`src/rtl/uart_tx_arbiter.sv`:
```
// uart_tx_arbiter: round-robin sharing of one UART transmitter among NUM_REQ sources.
// Define UART_ARB_TAG_EN to prefix a tag byte (8'hA0|id) whenever the source changes.
module uart_tx_arbiter #(
  parameter int NUM_REQ    = 4,
  parameter int TIMEOUT    = 64,
  parameter int GAP_CYCLES = 16
) (
  input  logic                 sys_clk,
  input  logic                 sys_rstn,
  input  logic [NUM_REQ-1:0]   req_valid,
  input  logic [8*NUM_REQ-1:0] req_data,
  output logic [NUM_REQ-1:0]   req_ready,
  output logic [7:0]           tx_data,
  output logic                 tx_int,
  input  logic                 tx_busy,
  output logic [2:0]           cur_id,
  output logic                 arb_busy,
  output logic                 timeout_err
);

  localparam int CMAX = (TIMEOUT > GAP_CYCLES) ? TIMEOUT : GAP_CYCLES;
  localparam int CW   = $clog2(CMAX + 1);

  typedef enum logic [2:0] {
    IDLE, TAG, LAUNCH, WAIT_BUSY, WAIT_DONE, GAP
  } state_e;

  state_e             state_q, state_d;
  logic [CW-1:0]      cnt_q, cnt_d;
  logic [2:0]         rr_q, rr_d;
  logic [2:0]         id_q, id_d;
  logic [7:0]         data_q, data_d;
  logic [NUM_REQ-1:0] rdy_q, rdy_d;
  logic               err_q, err_d;
`ifdef UART_ARB_TAG_EN
  logic               tag_q, tag_d;
  logic               seen_q, seen_d;
  logic [2:0]         last_q, last_d;
`endif

  logic [NUM_REQ-1:0] rot;
  logic [2:0]         gnt_id;
  logic [7:0]         gnt_byte;
  logic               gnt_vld;
  logic               busy_w;

  // X or Z on tx_busy must never look like a busy transmitter
  assign busy_w = (tx_busy === 1'b1);

  function automatic logic [2:0] wrap(input logic [2:0] p, input int k);
    int s;
    s = int'(p) + k;
    if (s >= NUM_REQ) s = s - NUM_REQ;
    return 3'(s);
  endfunction

  always_comb begin
    rot     = NUM_REQ'({req_valid, req_valid} >> rr_q);
    gnt_vld = 1'b0;
    gnt_id  = '0;
    for (int k = NUM_REQ - 1; k >= 0; k--) begin
      if (rot[k]) begin
        gnt_vld = 1'b1;
        gnt_id  = wrap(rr_q, k);
      end
    end
  end

  always_comb begin
    gnt_byte = 8'h00;
    for (int j = 0; j < NUM_REQ; j++) begin
      if (3'(j) == gnt_id) gnt_byte = req_data[8*j +: 8];
    end
  end

  always_ff @(posedge sys_clk or negedge sys_rstn) begin
    if (!sys_rstn) begin
      state_q <= IDLE;
      cnt_q   <= '0;
      rr_q    <= '0;
      id_q    <= '0;
      data_q  <= 8'h00;
      rdy_q   <= '0;
      err_q   <= 1'b0;
`ifdef UART_ARB_TAG_EN
      tag_q   <= 1'b0;
      seen_q  <= 1'b0;
      last_q  <= '0;
`endif
    end else begin
      state_q <= state_d;
      cnt_q   <= cnt_d;
      rr_q    <= rr_d;
      id_q    <= id_d;
      data_q  <= data_d;
      rdy_q   <= rdy_d;
      err_q   <= err_d;
`ifdef UART_ARB_TAG_EN
      tag_q   <= tag_d;
      seen_q  <= seen_d;
      last_q  <= last_d;
`endif
    end
  end

  always_comb begin
    state_d = state_q;
    cnt_d   = cnt_q;
    rr_d    = rr_q;
    id_d    = id_q;
    data_d  = data_q;
    rdy_d   = '0;
    err_d   = err_q;
`ifdef UART_ARB_TAG_EN
    tag_d   = tag_q;
    seen_d  = seen_q;
    last_d  = last_q;
`endif
    unique case (state_q)
      IDLE: begin
        if (gnt_vld) begin
          data_d  = gnt_byte;
          id_d    = gnt_id;
          rdy_d   = NUM_REQ'(1) << gnt_id;
          rr_d    = wrap(gnt_id, 1);
          cnt_d   = '0;
          state_d = LAUNCH;
`ifdef UART_ARB_TAG_EN
          seen_d  = 1'b1;
          last_d  = gnt_id;
          if (!seen_q || last_q != gnt_id) begin
            tag_d   = 1'b1;
            state_d = TAG;
          end
`endif
        end
      end
      TAG: begin
        cnt_d   = '0;
        state_d = LAUNCH;
      end
      LAUNCH: begin
        cnt_d = cnt_q + CW'(1);
        if (cnt_q == CW'(1)) begin
          cnt_d   = '0;
          state_d = WAIT_BUSY;
        end
      end
      WAIT_BUSY: begin
        cnt_d = cnt_q + CW'(1);
        if (busy_w) begin
          cnt_d   = '0;
          state_d = WAIT_DONE;
        end else if (cnt_q == CW'(TIMEOUT - 1)) begin
          cnt_d   = '0;
          err_d   = 1'b1;
          state_d = GAP;
`ifdef UART_ARB_TAG_EN
          tag_d   = 1'b0;
`endif
        end
      end
      WAIT_DONE: begin
        if (!busy_w) begin
          cnt_d   = '0;
          state_d = GAP;
        end
      end
      GAP: begin
        cnt_d = cnt_q + CW'(1);
        if (cnt_q == CW'(GAP_CYCLES - 1)) begin
          cnt_d   = '0;
          state_d = IDLE;
`ifdef UART_ARB_TAG_EN
          if (tag_q) begin
            tag_d   = 1'b0;
            state_d = LAUNCH;
          end
`endif
        end
      end
      default: state_d = IDLE;
    endcase
  end

  always_comb begin
    tx_int      = (state_q != LAUNCH);
    arb_busy    = (state_q != IDLE);
    req_ready   = rdy_q;
    cur_id      = id_q;
    timeout_err = err_q;
    tx_data     = data_q;
`ifdef UART_ARB_TAG_EN
    if (tag_q) tx_data = 8'hA0 | {5'b00000, id_q};
`endif
  end

endmodule

```
`config.mk`:
```
export PLATFORM = sky130hd
export DESIGN_NAME = uart_tx_arbiter
export DESIGN_NICKNAME = d
export VERILOG_FILES = /design/src/rtl/uart_tx_arbiter.sv
export SDC_FILE = /design/constraint.sdc
export NUM_CORES = 1
export LEC_CHECK = 0
export ABC_AREA = 1
export BUFFER_PORTS_ARGS = -buffer_cell sky130_fd_sc_hd__buf_2
export CAP_MARGIN = 10
export CORE_UTILIZATION = 40
export DETAILED_ROUTE_END_ITERATION = 10
export HOLD_SLACK_MARGIN = 0.15
export SETUP_SLACK_MARGIN = 0.3
export SYNTH_ARGS = -nofsm -noshare
export SYNTH_HDL_FRONTEND = slang
export SYNTH_SLANG_ARGS = --single-unit
```
`constraint.sdc`:
```
create_clock -name sys_clk -period 3 [get_ports sys_clk]
set_input_delay 0.15 -clock sys_clk [delete_from_list [all_inputs] [get_ports sys_clk]]
set_output_delay 0.15 -clock sys_clk [all_outputs]
set_load 0.005 [all_outputs]
```
==> metrics, run 1 <==
first-pass GRT wire length 7.63 mm; achievable clock frequency 0.427 GHz; EDFF count, synth 0; Worst Path Max Fanout 10; vias in the first global route 1753; Finished Cell Area 2410 um2; number of vias in the routed layout 1913; Final WS setup 0.659 ns; clock latency on the worst-skew pair 0.28 ns; Synth Flop Type dfrtp_1; die height 72.3 um; Layout Nets 388; clk slew on worst S/H paths 0.06 ns; #FFs+latches synth 29; CP required 3.17 ns; startpoint type of the worst setup path flip-flop; vias per cell 4.68; clock root cell clkbuf_8; Area Growth Syn to Fin 21.9%; crit-path most repeated cell nand2_1; post-synthesis mux area share 0%; final wirelength 4.48 mm; wire per inst 11.0 um; Slew HR 54.6%; Worst path slowest cell dfrtp_2; Remaining DRCs 0; Total GRT Usage 18.6%; Final GP Congestion 0.834; H-tree levels 2; I/O pin count 57; Final Core Density 50.7%; critical path class reg -> reg; initial antenna violation count 0; maxcap violations 0; Post CTS Setup Buffer Count 0; Lkg Pwr 0.00135 uW; XOR/XNOR Fraction of Synth Area 0%; Die Width 72.3 um; critical path capture point type flip-flop; Simple-Gate Fraction of Synth Area 38.9%; minimum clock period 2.34 ns; power per standard cell area 1090 nW/um2; Max IR drop VDD 493 uV; TritonCTS clock tree done; Starting DRT DRC Count 73; fill cell count 497; Hold Crit Class in -> reg; period utilization 78.0%; Place WS 0.428 ns; CP max stage delay 0.48 ns; final hold slack 0.176 ns; synthesized net count 332; Final Max Slew Viols 0; die area 5230 um2; Mapped Area 1980 um2; Mean Syn Cell Area 6.95 um2; ANT cells 0; Starting Density 41.6%; share of flip-flops with an asynchronous set or reset 100%; Fin. Hold Viols 0; Critical Path, Cell by Cell inv_4, nand2_2, nand3_1, nand2_2, nor2_4, inv_1, nand2_1, nand2_1, nand2_1, ha_2, inv_1, o21ai_0, o21ai_0, nand2_1, nand2_1; IO Port Bufs 56; Syn. warnings 0; Compound-Gate Fraction of Synth Area 10.3%; CP top delay family simple AND/OR/NAND/NOR gates; largest net degree at the start of global routing 30; post-synthesis adder-cell area fraction 5.06%; Crit path buffers/inverters 3; WP data arrival 2.51 ns; Core Area 4750 um2; sequential area share after synthesis 36.7%; Inserted Clock Buffers 5; # setup viols final 0; layout cells sized above 1 28.9%; Std-Cell Rows 25; largest family of logic cells by synthesized area simple AND/OR/NAND/NOR gates; count of cell types in the netlist 28; CTS Sinks 29; Post-DP HPWL 3.38 mm; DRT Pass-1 Iters 4; clk buf depth 2; Synth Instances 285; worst-margin pin slew 0.681 ns; status complete, no violations; unrepaired setup endpoints after global routing no; ANT nets after route 0; setup TNS 0 ns; Area after DPL 2290 um2; grt ovf 0; Worst Clk Skew 0.00444 ns
## Yosys cell counts (all sizes together), types with 2 or more instances
cell type	n	area, um2
clkbuf	3	11.3
inv	30	118
buf	5	42.5
ha	8	100
or2	2	12.5
nand3b	2	15.0
nor2	20	97.6
dfrtp	29	726
nand3	32	175
nor3	3	15.0
a21oi	12	71.3
nand4	2	12.5
nand2	110	443
o21ai	22	110
## final timing paths
kind | startpoint | endpoint | slack, ns | cells after the start
setup reg to reg | rr_q[0]$_DFFE_PN0P_ | tx_data[0]$_DFFE_PN0P_ | 0.66 | 15
max in group asynchronous | sys_rstn | rr_q[0]$_DFFE_PN0P_ | 2.08 | 2
setup / recovery | rr_q[0]$_DFFE_PN0P_ | tx_data[0]$_DFFE_PN0P_ | 0.66 | 15
min in group asynchronous | sys_rstn | cnt_q[6]$_DFFE_PN0P_ | 0.44 | 2
hold reg to reg | timeout_err$_DFFE_PN0P_ | timeout_err$_DFFE_PN0P_ | 0.47 | 1
hold / removal | req_data[31] | tx_data[7]$_DFFE_PN0P_ | 0.18 | 5
## registers in the layout (all words and copies together) (netlist names)
register / count
rr_q: 3
cur_id: 3
timeout_err: 1
state_q: 3
req_ready: 4
tx_data: 8
cnt_q: 7
## report_power, final
group,internal (uW),switching (uW)
registers,516,107
clock network,207,150
logic,602,1050
## worst reg2reg max path, cell delays in order, from the launching register on
cell	delay, ns
dfrtp_2	0.48
inv_4	0.13
nand2_2	0.06
nand3_1	0.10
nand2_2	0.10
nor2_4	0.18
inv_1	0.08
nand2_1	0.06
nand2_1	0.04
nand2_1	0.13
ha_2	0.28
inv_1	0.17
o21ai_0	0.21
o21ai_0	0.10
nand2_1	0.08
nand2_1	0.05
## metrics by stage
step | total power [uW] | cells
after floorplan | 1910 | 285
after global placement | 2260 | 400
after detailed placement | 2280 | 400
after CTS | 2640 | 409
after global routing | 2980 | 409
final | 2630 | 409
## routing by layer
layer	part of all wire (%)	wire length [um]	vias up	global-route usage, %
met5	0	0	-	0
met4	1.0	47	0	5.23
met3	4.9	221	5	4.86
met2	47	2090	53	29.7
met1	47	2130	844	24.8
li1	-	-	1011	-
## layout make-up
type                            instances  area, um2  share of cell area [%]
Multi-Input combinational cell        217       1090                    45.1
Sequential cell                        29        727                    30.1
Timing Repair Buffer                   57        290                    12.0
Inverter                               31        121                    5.03
Clock buffer                            7       96.3                    3.99
Tap cell                               67       83.8                    3.48
Clock inverter                          1       5.00                   0.207
## cell usage in the layout (no fill, tap or decap), drive strengths merged, types with 3 or more instances in the layout
master  count
nand2     110
buf        56
nand3      32
inv        31
dfrtp      29
o21ai      22
nor2       20
a21oi      12
ha          8
clkbuf      7
nor3        3
## repair_timing
action | 4_1_cts | 5_1_grt
gates resized for setup | 0 | 6
endpoints found under the setup margin | 0 | 8
endpoints found under the hold margin | 29 | 0
hold buffers | 1 | 0
## cells by family (layout without fill, tap and decap cells)
| family | count (synthesis) | in the layout |
|---|---|---|
| AO/OA/AOI/OAI | 37 | 37 |
| adder cells (fa/ha/maj) | 8 | 8 |
| buffers and inverters | 39 | 96 |
| flip-flops | 29 | 29 |
| other | 1 | 1 |
| AND/OR/NAND/NOR | 171 | 171 |
No activity file was read; power rests on OpenSTA's default activity.
==> run 2, diff against run 1 <==
- ABC_AREA: 1 -> 0
- clock period: 3 -> 2.3 ns (I/O delays scaled with it)
==> run 2 against run 1 <==
The run now ends with design-rule violations, negative setup slack left. Clock skew hardly changed. First-iteration DRC count rose by 44%. Register-to-register slack lost 1.1 ns. Combinational power grew 120%. Wire length rose by 27%. Final cell count is 7.3% lower. Critical path depth down 3. Via count grew 7.3%. Total power grew 88%. Clock power up 32%. Die area down 3.8%. Core utilization is 20 points higher. Critical path type unchanged. Largest power group unchanged.
==> metrics, run 2 <==
clock latency on the worst-skew pair 0.28 ns; layout cells sized above 1 53.5%; vias in the first global route 1986; most instantiated cells after synthesis 29 x dfrtp_1, 26 x a21oi_1, 15 x nor2_1, 14 x nor2b_1, 14 x nor3_1; maxcap violations 0; first-pass GRT wire length 8.44 mm; critical path class reg -> reg; share of flip-flops with an asynchronous set or reset 100%; wire per inst 15.0 um; count of cell types in the netlist 51; Worst Clk Skew 0.00470 ns; Lkg Pwr 0.00149 uW; achievable clock frequency 0.370 GHz; startpoint type of the worst setup path flip-flop; Place WS -0.615 ns; clk buf depth 2; IO Port Bufs 56; Total Power 4940 uW; max FFs per register 8; sequential area share after synthesis 38.1%; minimum clock period 2.70 ns; worst-margin pin slew 0.683 ns; most frequent cells in the layout 56 x buf_2, 39 x buf_4, 28 x dfrtp_1, 18 x a21oi_1; Yosys top cell area share 38.1%; Die Width 71.0 um; worst hold path stage count 4; Std-Cell Rows 24; R2R Setup Slk -0.40 ns; worst flop-to-flop path endpoint tx_data[3]$_DFFE_PN0P_; Syn. warnings 0; Core Area 4470 um2; Fin. Hold Viols 0; Synth Instances 215; DRT Pass-1 Iters 8; die height 71.0 um; cells on worst reg2reg path 12; power per standard cell area 1550 nW/um2; CP required 2.47 ns; clk slew on worst S/H paths 0.06 ns; CTS Sinks 29; TritonCTS clock tree done; Final WS setup -0.402 ns; most common library cell in the layout ignoring fill and taps buf_2; Total GRT Usage 21.3%; Area Growth Syn to Fin 67.4%; grt ovf 0; Final Max Slew Viols 0; vias per cell 5.41; Hold Crit Class in -> reg; die area 5040 um2; clock root cell clkbuf_8; Starting Density 42.5%; I/O pin count 57; Remaining DRCs 3; final wirelength 5.70 mm; Worst Path Max Fanout 6; failing checks design-rule violations, negative setup slack; H-tree levels 2; Mean Syn Cell Area 8.85 um2; Starting DRT DRC Count 105; setup TNS -2.74 ns; number of vias in the routed layout 2052; EDFF count, synth 0; synthesized net count 262; period utilization 117%; Mapped Area 1900 um2; Final GP Congestion 0.862; worst r2r src rr_q[1]$_DFFE_PN0P_; Slew HR 54.5%; ANT nets after route 0; Worst Hold End state_q[0]$_DFFE_PN0P_; unrepaired setup endpoints after global routing yes; largest net degree at the start of global routing 30; hold wc startpoint tx_busy; ranking of synthesized cells by area dfrtp_1 38%, a21oi_1 6.8%, ha_1 5.3%; # setup viols final 9; Synth Flop Type dfrtp_1; status finished with violations; initial antenna violation count 0; fill cell count 335; Post-DP HPWL 3.49 mm; Inserted Clock Buffers 5; Layout Nets 373; ANT cells 0; most frequent cell after synthesis dfrtp_1; Max IR drop VDD 789 uV; #FFs+latches synth 29; WP data arrival 2.87 ns; critical path capture point type flip-flop; most area-hungry cell type in the Yosys netlist dfrtp_1
run 2: cell count changes after synthesis, sizes merged, moves of 13 or more:
cell | previous run | this run
inv | 30 | 10
nor2b | 0 | 14
o21ai | 22 | 9
a21oi | 12 | 26
nand2 | 110 | 10
nand3 | 32 | 3
run 2: final cells by class:
| cell class | instances | area, um2 | share of cell area [%] |
|---|---|---|---|
| timing repair buffer | 118 | 825 | 25.9 |
| clock buffer | 7 | 96.3 | 3.02 |
| inverter | 10 | 37.5 | 1.18 |
| multi-input combinational | 162 | 1430 | 44.9 |
| sequential | 29 | 727 | 22.8 |
| clock inverter | 1 | 5.00 | 0.157 |
| tap | 52 | 65.1 | 2.04 |
run 2: worst max path at each step:
stage	slack (ns)	from	end	cells past startpoint
floorplan	-0.32	rr_q[1]$_DFFE_PN0P_	tx_data[0]$_DFFE_PN0P_	13
global placement	-0.61	rr_q[0]$_DFFE_PN0P_	tx_data[6]$_DFFE_PN0P_	11
detailed placement	-0.61	rr_q[0]$_DFFE_PN0P_	tx_data[6]$_DFFE_PN0P_	11
CTS	-0.30	rr_q[1]$_DFFE_PN0P_	tx_data[6]$_DFFE_PN0P_	11
global route	-0.55	rr_q[1]$_DFFE_PN0P_	tx_data[3]$_DFFE_PN0P_	12
finish	-0.40	rr_q[1]$_DFFE_PN0P_	tx_data[3]$_DFFE_PN0P_	12
run 2: where the power goes:
part           total (uW)  switching (uW)  internal [uW]
Clock                 473             203            270
Combinational        3640            1740           1900
Sequential            827             138            689
Total                4940            2080           2860
run 2: per-stage QoR:
stage / hold WS [ns] / std cells / area [um2] / util [%]
final: 0.206 / 379 / 3190 / 71.2
after global routing: 0.261 / 379 / 3190 / 71.2
after CTS: 0.194 / 366 / 2830 / 63.2
after detailed placement: 0.196 / 343 / 2490 / 55.6
after global placement: 0.190 / 343 / 2490 / 55.6
after floorplan: -0.181 / 215 / 1990 / -
run 2: cell families after synthesis:
kind of cell    after synthesis  synth area share (%)
simple gates                 79                  22.6
compound gates               67                  23.5
flops                        29                  38.1
buf+inv                      24                  5.39
fa+ha+maj                     8                  5.26
mux                           6                  4.54
other cells                   1                 0.197
xor+xnor                      1                 0.460
run 2: routing by layer:
layer	vias up	wire (um)	track usage [%]	part of all wire [%]
li1	1007	-	-	-
met1	990	2440	25.3	43
met2	39	2950	37.3	52
met3	16	175	3.99	3.1
met4	0	137	10.0	2.4
met5	-	0	0	0
run 2: worst max-delay path, cell delays in order, from the launching register on:
cell and delay, ns:
dfrtp_1 0.40, inv_2 0.12, mux4_2 0.54, mux2i_1 0.15
a221oi_2 0.24, buf_4 0.18, buf_4 0.10, ha_1 0.18
buf_4 0.17, nor2b_1 0.22, nor3_2 0.08, a21oi_1 0.15
a21oi_1 0.08
run 2: repair_timing:
item                                   CTS  global route
setup buffers                            6            12
endpoints found under the hold margin   37             0
hold buffers                             9             0
setup endpoints to repair               17            25
gates resized for setup                 20            59
pin swaps                                3            28
gates cloned                             0             1
==> run 3, diff against run 2 <==
- RECOVER_POWER: not set -> 50
==> run 3 against run 2 <==
The run ends with max-capacitance violations, max-slew violations, negative setup slack left. Combinational power about the same. Critical path depth unchanged. Setup slack got worse by 0.0028 ns. Final cell count unchanged. Critical path type unchanged. Critical endpoint unchanged. Highest routed layer unchanged.
==> metrics, run 3 (synthesized netlist as in run 2, its figures left out) <==
die area 5040 um2; Hold Crit Class in -> reg; clock root cell clkbuf_8; part of the power in registers 16.8%; Core Area 4470 um2; vias in the first global route 1986; non-filler instance count after layout 379; unrepaired setup endpoints after global routing yes; Sw Pwr 2090 uW; crit-path most repeated cell buf_4; final hold slack 0.207 ns; H-tree levels 2; Worst Path Max Fanout 6; clk buf depth 2; Area Growth Syn to Fin 66.9%; cell internal pwr 2850 uW; CP required 2.47 ns; period utilization 118%; Crit path buffers/inverters 4; largest net degree at the start of global routing 30; Starting DRT DRC Count 106; CTS Sinks 29; power per standard cell area 1560 nW/um2; sw frac 42.2%; layout cells sized above 1 51.4%; CP max stage delay 0.54 ns; hold wc startpoint tx_busy; max FFs per register 8; Layout Nets 373; # setup viols final 9; ANT nets after route 0; Total GRT Usage 21.3%; Max IR drop VDD 789 uV; number of vias in the routed layout 2066; Final GP Congestion 0.862; failing checks max-capacitance violations, max-slew violations, negative setup slack; critical path class reg -> reg; WP data arrival 2.87 ns; Place WS -0.615 ns; ANT cells 0; Final Max Slew Viols 30; Starting Density 42.5%; Inserted Clock Buffers 5; worst r2r src rr_q[1]$_DFFE_PN0P_; Slew HR -10.3%; placed insts 343; minimum clock period 2.70 ns; Worst setup startpoint rr_q[1]$_DFFE_PN0P_; Critical Path, Cell by Cell inv_2, mux4_2, mux2i_1, a221oi_2, buf_4, buf_4, ha_1, buf_4, nor2b_1, nor3_2, a21oi_1, a21oi_1; Remaining DRCs 0; Lkg Pwr 0.00146 uW; clock latency on the worst-skew pair 0.28 ns; achievable clock frequency 0.370 GHz; most common library cell in the layout ignoring fill and taps buf_2; Worst path slowest cell mux4_2; die height 71.0 um; clk slew on worst S/H paths 0.06 ns; vias per cell 5.45; Die Width 71.0 um; CP top delay family multiplexers; wire per inst 15.1 um; DRT Pass-1 Iters 6; worst-margin pin slew 1.65 ns; TritonCTS clock tree done; Worst Clk Skew 0.00486 ns; Final WS setup -0.404 ns; Std-Cell Rows 24; startpoint type of the worst setup path flip-flop; first-pass GRT wire length 8.44 mm; IO Port Bufs 56; Final Core Density 71.0%; final wirelength 5.73 mm; grt ovf 0; Post-DP HPWL 3.49 mm; critical path capture point type flip-flop; Fin. Hold Viols 0; maxcap violations 1; share of power burned in the clock network 9.6%; status finished with violations; I/O pin count 57; initial antenna violation count 0; most frequent cells in the layout 49 x buf_2, 39 x buf_4, 28 x dfrtp_1, 18 x a21oi_1; Logic pwr share 73.7%
==> run 3: what timing repair did <==
action / CTS / global route
setup endpoints to repair: 17 / 25
pin swaps: 3 / 28
hold buffers: 9 / 0
gates resized for setup: 20 / 59
gates cloned: 0 / 1
setup buffers: 6 / 12
hold endpoints to repair: 37 / 0
==> run 3: path summary, 6_finish.rpt <==
path | depth (start not counted) | end | slack (ns)
max in group asynchronous | 2 | rr_q[0]$_DFFE_PN0P_ | 0.43
max reg2reg | 12 | tx_data[3]$_DFFE_PN0P_ | -0.40
min in group asynchronous | 2 | timeout_err$_DFFE_PN0P_ | 0.79
max | 12 | tx_data[3]$_DFFE_PN0P_ | -0.40
min reg2reg | 1 | timeout_err$_DFFE_PN0P_ | 0.46
min | 4 | state_q[0]$_DFFE_PN0P_ | 0.21
==> run 3: area by class of cell <==
type                            instances  area, um2
Clock buffer                            7       96.3
Clock inverter                          1       5.00
Fill cell                             339       1300
Inverter                               10       37.5
Multi-Input combinational cell        162       1430
Sequential cell                        29        727
Tap cell                               52       65.1
Timing Repair Buffer                  118        816
==> run 3: through the flow <==
step	area [um2]	power [uW]	setup TNS [ns]
after floorplan	1990	2490	-2.47
after global placement	2490	3210	-4.77
after detailed placement	2490	3230	-5.01
after CTS	2830	4060	-2.32
after global routing	3180	5310	-4.16
final	3180	4940	-2.76
==> run 3: per-layer routing <==
metal  share of wire, %  track usage (%)
met2                 52             37.3
met1                 42             25.3
met4                2.4             10.0
met5                  0                0
met3                3.8             3.99
==> run 3: tightest hold or removal path, delay by kind of cell <==
kind	cells	cell delay [ns]
buf+inv	1	0.11
compound gates	2	0.18
simple gates	1	0.05
==> run 3: power groups by stage <==
stage                     registers (uW)  clock network [uW]  logic [uW]
final                                828                 473        3640
after global routing                 851                 510        3950
after CTS                            831                 486        2740
after detailed placement             838                   0        2400
after global placement               839                   0        2370
after floorplan                      804                   0        1690
